### src/rtl/video_clken_gen.sv
// Multi-channel clock-enable / divided-clock generator with a settle-then-lock
// handshake; any accepted reconfiguration restarts every channel from its phase.
module video_clken_gen #(
  parameter int unsigned NUM_CH      = 2,
  parameter int unsigned CNT_W       = 10,
  parameter int unsigned DEF_RATIO   = 3,
  parameter int unsigned LOCK_CYCLES = 16,
  parameter int unsigned GATE_EN     = 1,
  localparam int unsigned CH_W       = (NUM_CH > 1) ? $clog2(NUM_CH) : 1
) (
  input  logic              clk,
  input  logic              rst_n,
  input  logic              cfg_valid,
  output logic              cfg_ready,
  input  logic [CH_W-1:0]   cfg_ch,
  input  logic [CNT_W-1:0]  cfg_ratio,
  input  logic [CNT_W-1:0]  cfg_phase,
  output logic              cfg_err,
  output logic [NUM_CH-1:0] ce_out,
  output logic [NUM_CH-1:0] clk_div,
  output logic              lock
);

  localparam int unsigned SET_W = (LOCK_CYCLES > 1) ? $clog2(LOCK_CYCLES + 1) : 1;
  localparam logic [CH_W:0] NUM_CH_V = (CH_W + 1)'(NUM_CH);
  localparam logic GATE = (GATE_EN != 0);

  localparam logic ST_SETTLE = 1'b0;
  localparam logic ST_LOCKED = 1'b1;

  logic             state_q, state_d;
  logic [SET_W-1:0] settle_q, settle_d;
  logic             err_q, err_d;

  logic [CNT_W-1:0] ratio_q [NUM_CH];
  logic [CNT_W-1:0] ratio_d [NUM_CH];
  logic [CNT_W-1:0] phase_q [NUM_CH];
  logic [CNT_W-1:0] phase_d [NUM_CH];
  logic [CNT_W-1:0] cnt_q   [NUM_CH];
  logic [CNT_W-1:0] cnt_d   [NUM_CH];
  logic [CNT_W-1:0] rm1     [NUM_CH];
  logic [CNT_W:0]   half    [NUM_CH];
  logic [NUM_CH-1:0] ce_q, ce_d, div_q, div_d;

  logic             accept, ch_ok, load;
  logic [CNT_W-1:0] new_rm1, new_phase;
  logic             gate_on;

  always_comb begin
    accept    = cfg_valid & (state_q == ST_LOCKED);
    ch_ok     = ({1'b0, cfg_ch} < NUM_CH_V);
    load      = accept & ch_ok;
    new_rm1   = (cfg_ratio == '0) ? '0 : cfg_ratio - CNT_W'(1);
    new_phase = (cfg_phase > new_rm1) ? new_rm1 : cfg_phase;
    ce_d      = '0;
    div_d     = '0;
    for (int unsigned i = 0; i < NUM_CH; i++) begin
      ratio_d[i] = ratio_q[i];
      phase_d[i] = phase_q[i];
      if (load && (cfg_ch == CH_W'(i))) begin
        ratio_d[i] = cfg_ratio;
        phase_d[i] = new_phase;
      end
      rm1[i]  = (ratio_q[i] == '0) ? '0 : ratio_q[i] - CNT_W'(1);
      // ceil(r_eff/2) with r_eff = rm1 + 1
      half[i] = ({1'b0, rm1[i]} + (CNT_W + 1)'(2)) >> 1;
      if (load) begin
        cnt_d[i] = phase_d[i];
      end else begin
        cnt_d[i]  = (cnt_q[i] >= rm1[i]) ? '0 : cnt_q[i] + CNT_W'(1);
        ce_d[i]   = (cnt_q[i] == rm1[i]);
        div_d[i]  = ({1'b0, cnt_q[i]} < half[i]);
      end
    end
  end

  always_comb begin
    state_d  = state_q;
    settle_d = settle_q;
    err_d    = accept & ~ch_ok;
    if (state_q == ST_SETTLE) begin
      if (settle_q == SET_W'(LOCK_CYCLES - 1)) begin
        state_d  = ST_LOCKED;
        settle_d = '0;
      end else begin
        settle_d = settle_q + SET_W'(1);
      end
    end else if (load) begin
      state_d  = ST_SETTLE;
      settle_d = '0;
    end
  end

  always_ff @(posedge clk or negedge rst_n) begin
    if (!rst_n) begin
      state_q  <= ST_SETTLE;
      settle_q <= '0;
      err_q    <= 1'b0;
      ce_q     <= '0;
      div_q    <= '0;
      for (int unsigned i = 0; i < NUM_CH; i++) begin
        ratio_q[i] <= CNT_W'(DEF_RATIO);
        phase_q[i] <= '0;
        cnt_q[i]   <= '0;
      end
    end else begin
      state_q  <= state_d;
      settle_q <= settle_d;
      err_q    <= err_d;
      ce_q     <= ce_d;
      div_q    <= div_d;
      for (int unsigned i = 0; i < NUM_CH; i++) begin
        ratio_q[i] <= ratio_d[i];
        phase_q[i] <= phase_d[i];
        cnt_q[i]   <= cnt_d[i];
      end
    end
  end

  assign lock      = (state_q == ST_LOCKED);
  assign cfg_ready = lock;
  assign cfg_err   = err_q;
  assign gate_on   = lock | ~GATE;
  assign ce_out    = ce_q & {NUM_CH{gate_on}};
  assign clk_div   = div_q & {NUM_CH{gate_on}};

endmodule
### config.mk
export PLATFORM = sky130hd
export DESIGN_NAME = video_clken_gen
export DESIGN_NICKNAME = d
export VERILOG_FILES = /design/src/rtl/video_clken_gen.sv
export SDC_FILE = /design/constraint.sdc
export NUM_CORES = 1
export LEC_CHECK = 0
export ABC_AREA = 1
export CAP_MARGIN = 15
export CORE_MARGIN = 5
export CORE_UTILIZATION = 45
export CTS_BUF_LIST = sky130_fd_sc_hd__clkbuf_8 sky130_fd_sc_hd__clkbuf_16
export DETAILED_ROUTE_END_ITERATION = 8
export HOLD_SLACK_MARGIN = 0.12
export PLACE_DENSITY = 0.63
export SLEW_MARGIN = 5
export SYNTH_ARGS = -nofsm -noshare
export SYNTH_HDL_FRONTEND = slang
export SYNTH_SLANG_ARGS = --single-unit
### constraint.sdc
create_clock -name clk -period 3.7 [get_ports clk]
set_clock_uncertainty 0.1 [all_clocks]
set_input_delay 1.11 -clock clk [delete_from_list [all_inputs] [get_ports clk]]
set_output_delay 1.11 -clock clk [all_outputs]
set_load 0.01 [all_outputs]
==> flow_summary.yaml <==
power_and_ir_drop:
  power.leakage_nw: 3.59
  p_per_area_nw_per_um2: 793
  combPwrFrac_pct: 54.5
  pwr-share-seq_pct: 25.4
  power_switching_mw: 2.42
  cell_internal_pwr_mw: 3.10
  ir_drop_mv: 0.387
  clockPowerShare_pct: 20.2
  swShare_pct: 43.8
detailed_routing:
  num_vias: 5132
  vias_per_cell: 5.03
  drt-total-wl_um: 14200
  wl_met3_um: 706
  wl_met1_um: 6820
  wl_met2_um: 6490
  wl_per_cell_um: 13.9
  drc: 0
  routed.top_layer: "met4"
  firstDrtPassIters: 6
  ant_nets: 0
  drt_iter0_drc: 324
floorplan:
  die_w_um: 123
  rows: 41
  core_area_um2: 12600
  die_area_um2: 15100
  ioPinCount: 31
  initial_core_util_pct: 45.7
  die_y_um: 123
timing:
  max_freq_mhz: 279
  layout_setup_ws_ns: 0.120
  hold_violations: 0
  fin_tns_setup_ns: 0
  hold_ws_ns: 0.416
  slew_viol_final: 0
  layout_min_cycle_time_ns: 3.58
  setup_violations: 0
  max_slew.worst_pin.slew_ns: 0.726
  slew_headroom_pct: 51.6
  fin_crit_sh_pct: 96.8
setup_path:
  slowest_stage: "clkdlybuf4s50_1"
  critPathTopFamily: "simple AND/OR/NAND/NOR gates"
  cp-start-kind: "primary input"
  cp_num_buf_inv: 2
  crit_chain: "clkdlybuf4s50_1 > inv_1 > ha_1 > nand2_2 > nor2_4 > nand2_4 > nand3_2 > ha_4 > nand2_1 > nor2_4 > nand3_4 > nand3_4 > nand2_4 > nand2_1 > nand3_1 > nand3_1 > nand2_1"
  worstPathArrival_ns: 3.70
  crit_fanout: 8
  end_kind: "register"
  critical_path_class: "in -> reg"
  cpMostUsedCell: "nand2_1"
  max_stage_delay_ns: 0.47
  cp.required_ns: 3.82
global_route:
  grtUsageTotal_pct: 19.7
  grt_max_degree: 43
  grt_pass1_wl_um: 23700
  gr-total-overflow: 0
  grt_pass1_vias: 4996
  grt_antenna_before_repair: 0
synthesis:
  yosysUniqueCellTypes: 46
  avgSynthCellArea_um2: 7.36
  yosys.area.top_type: "dfrtp_1"
  synth_area_um2: 5740
  yosys_warnings: 0
  syn_inst: 780
  yosys-top-cells-area: "dfrtp_1 (29%), nand2_1 (13%), ha_1 (12%)"
  synthFlopType: "dfrtp_1"
  yosys_register_bits: 70
  async_reset_ff_share_pct: 100
  synth_top_area_share_pct: 28.8
  synth_nets: 860
  synth_edf_count: 0
  yosysSeqAreaShare_pct: 30.6
clock_network:
  clockBufferDepth: 2
  cts_tree: "done"
  clkLatencyLatePin_ns: 0.33
  cts.reportedPaths.clkPinSlew_ns: 0.05
  numClockSinks: 70
  postCtsHoldBufs: 0
  cts-buffers-inserted: 9
  root_buffer: "clkbuf_16"
  h-tree-depth: 3
status:
  outcome: "finished clean"
placed_design:
  dpl_worst_slack_ns: -0.254
  portBuffers: 29
  place.gp.congestion: 0.901
  dp_hpwl_um: 11200
layout:
  nets: 923
  syn2layout_area_growth_pct: 21.0
  antenna_cells: 0
  drive_gt1_share_pct: 18.0
run:
  drv_cap: 0
min_path:
  holdCritPathClass: "reg -> reg"
final cells by class:
type | instances | area, um2
clock buffers | 9 | 225
multi-input cells | 588 | 3620
well taps | 172 | 215
inverters | 113 | 424
repair buffers | 61 | 552
fillers | 1185 | 5620
flip-flops and latches | 70 | 1760
clock inverters | 7 | 161
cell usage after synthesis (2+ instances only):
library cell / number
clkbuf_1: 3
buf_2: 7
nor3_1: 7
o21ai_0: 35
nand3_1: 66
or2_2: 20
nor2_2: 14
inv_2: 4
dfstp_2: 4
a21boi_1: 4
nand2_4: 6
xor2_1: 15
nand4_1: 14
nand3b_1: 2
nor2_1: 57
nand3_2: 14
buf_4: 2
ha_1: 56
dfrtp_1: 66
inv_1: 109
and2_1: 17
nand3_4: 2
nor2_4: 7
o21bai_1: 2
o211ai_1: 3
xnor2_1: 4
o21ai_2: 3
nand2_2: 8
nand2_1: 192
a21oi_1: 20
nor3_2: 2
cell usage in the layout (no fill, tap or decap), types with 4 or more instances in the layout:
master / count
nor2_2: 18
nor2_1: 52
ha_1: 54
inv_2: 4
xor2_1: 15
xnor2_1: 4
nand3_1: 65
or2_2: 20
a21boi_1: 4
clkdlybuf4s50_1: 24
clkbuf_16: 9
o21ai_0: 34
dlymetal6s2s_1: 4
nand2_2: 10
bufinv_16: 5
nor3_1: 6
nand2_1: 190
buf_4: 30
nor2_4: 8
nand4_1: 14
nand3_2: 15
dfstp_2: 4
and2_1: 17
dfrtp_1: 66
nand2_4: 6
a21oi_1: 20
inv_1: 110
worst paths after layout:
| check | startpoint | cells past startpoint | slack (ns) | end |
|---|---|---|---|---|
| setup / recovery | cfg_ratio[0] | 17 | 0.12 | cnt_q[19] |
| hold / removal | ratio_q[1] | 2 | 0.42 | ratio_q[1] |
| setup reg to reg | ratio_q[0] | 16 | 0.47 | cnt_q[9] |
| hold reg to reg | ratio_q[1] | 2 | 0.42 | ratio_q[1] |
| max in group asynchronous | rst_n | 2 | 2.03 | ratio_q[11] |
| min in group asynchronous | rst_n | 1 | 0.73 | div_q[1] |
logic make-up (layout without fill, tap and decap cells):
| logic type | after synthesis | count (layout) | share of synthesized area (%) |
|---|---|---|---|
| simple gates | 432 | 435 | 37.7 |
| buf+inv | 125 | 190 | 8.45 |
| compound gates | 76 | 76 | 7.80 |
| flops | 70 | 70 | 30.6 |
| fa+ha+maj | 56 | 56 | 12.2 |
| xor+xnor | 20 | 20 | 3.18 |
| other cells | 1 | 1 | 0.0653 |
worst register-to-register path: cells and delay by family (launching register included):
| kind | cells | cell delay, ns |
|---|---|---|
| flops | 1 | 0.53 |
| simple gates | 9 | 1.52 |
| buf+inv | 3 | 0.27 |
| compound gates | 2 | 0.23 |
| fa+ha+maj | 2 | 0.55 |
sequential cells by signal (all words and copies together) (netlist names):
| register | flops |
|---|---|
| phase_q | 20 |
| cfg_ready | 1 |
| div_q | 2 |
| ce_q | 2 |
| ratio_q | 20 |
| settle_q | 5 |
| cnt_q | 20 |
through the flow:
stage | cell area (um2) | power [mW] | instances | utilization, %
2_1_floorplan | 5740 | 3.61 | 780 | -
3_3_place_gp | 6430 | 4.23 | 999 | 51.1
3_5_place_dp | 6430 | 4.37 | 999 | 51.1
4_1_cts | 6810 | 5.52 | 1015 | 54.2
5_1_grt | 6950 | 6.08 | 1020 | 55.3
6_report | 6950 | 5.51 | 1020 | 55.3
routing by layer:
| metal | vias to the layer above | track usage (%) |
|---|---|---|
| li1 | 2637 | - |
| met1 | 2382 | 27.0 |
| met2 | 100 | 32.4 |
| met3 | 13 | 3.98 |
| met4 | 0 | 4.50 |
| met5 | - | 0 |
power by group through the flow:
stage	clock network (mW)	registers (mW)	logic [mW]
floorplan	0	1.33	2.28
global placement	0	1.40	2.83
detailed placement	0	1.41	2.96
CTS	1.13	1.40	2.98
global route	1.16	1.44	3.47
finish	1.11	1.40	3.00
timing repair:
item	in CTS	in global routing
buffers inserted	0	2
setup endpoints to repair	0	40
resized for setup	0	19
No activity file was read; power rests on OpenSTA's default activity.
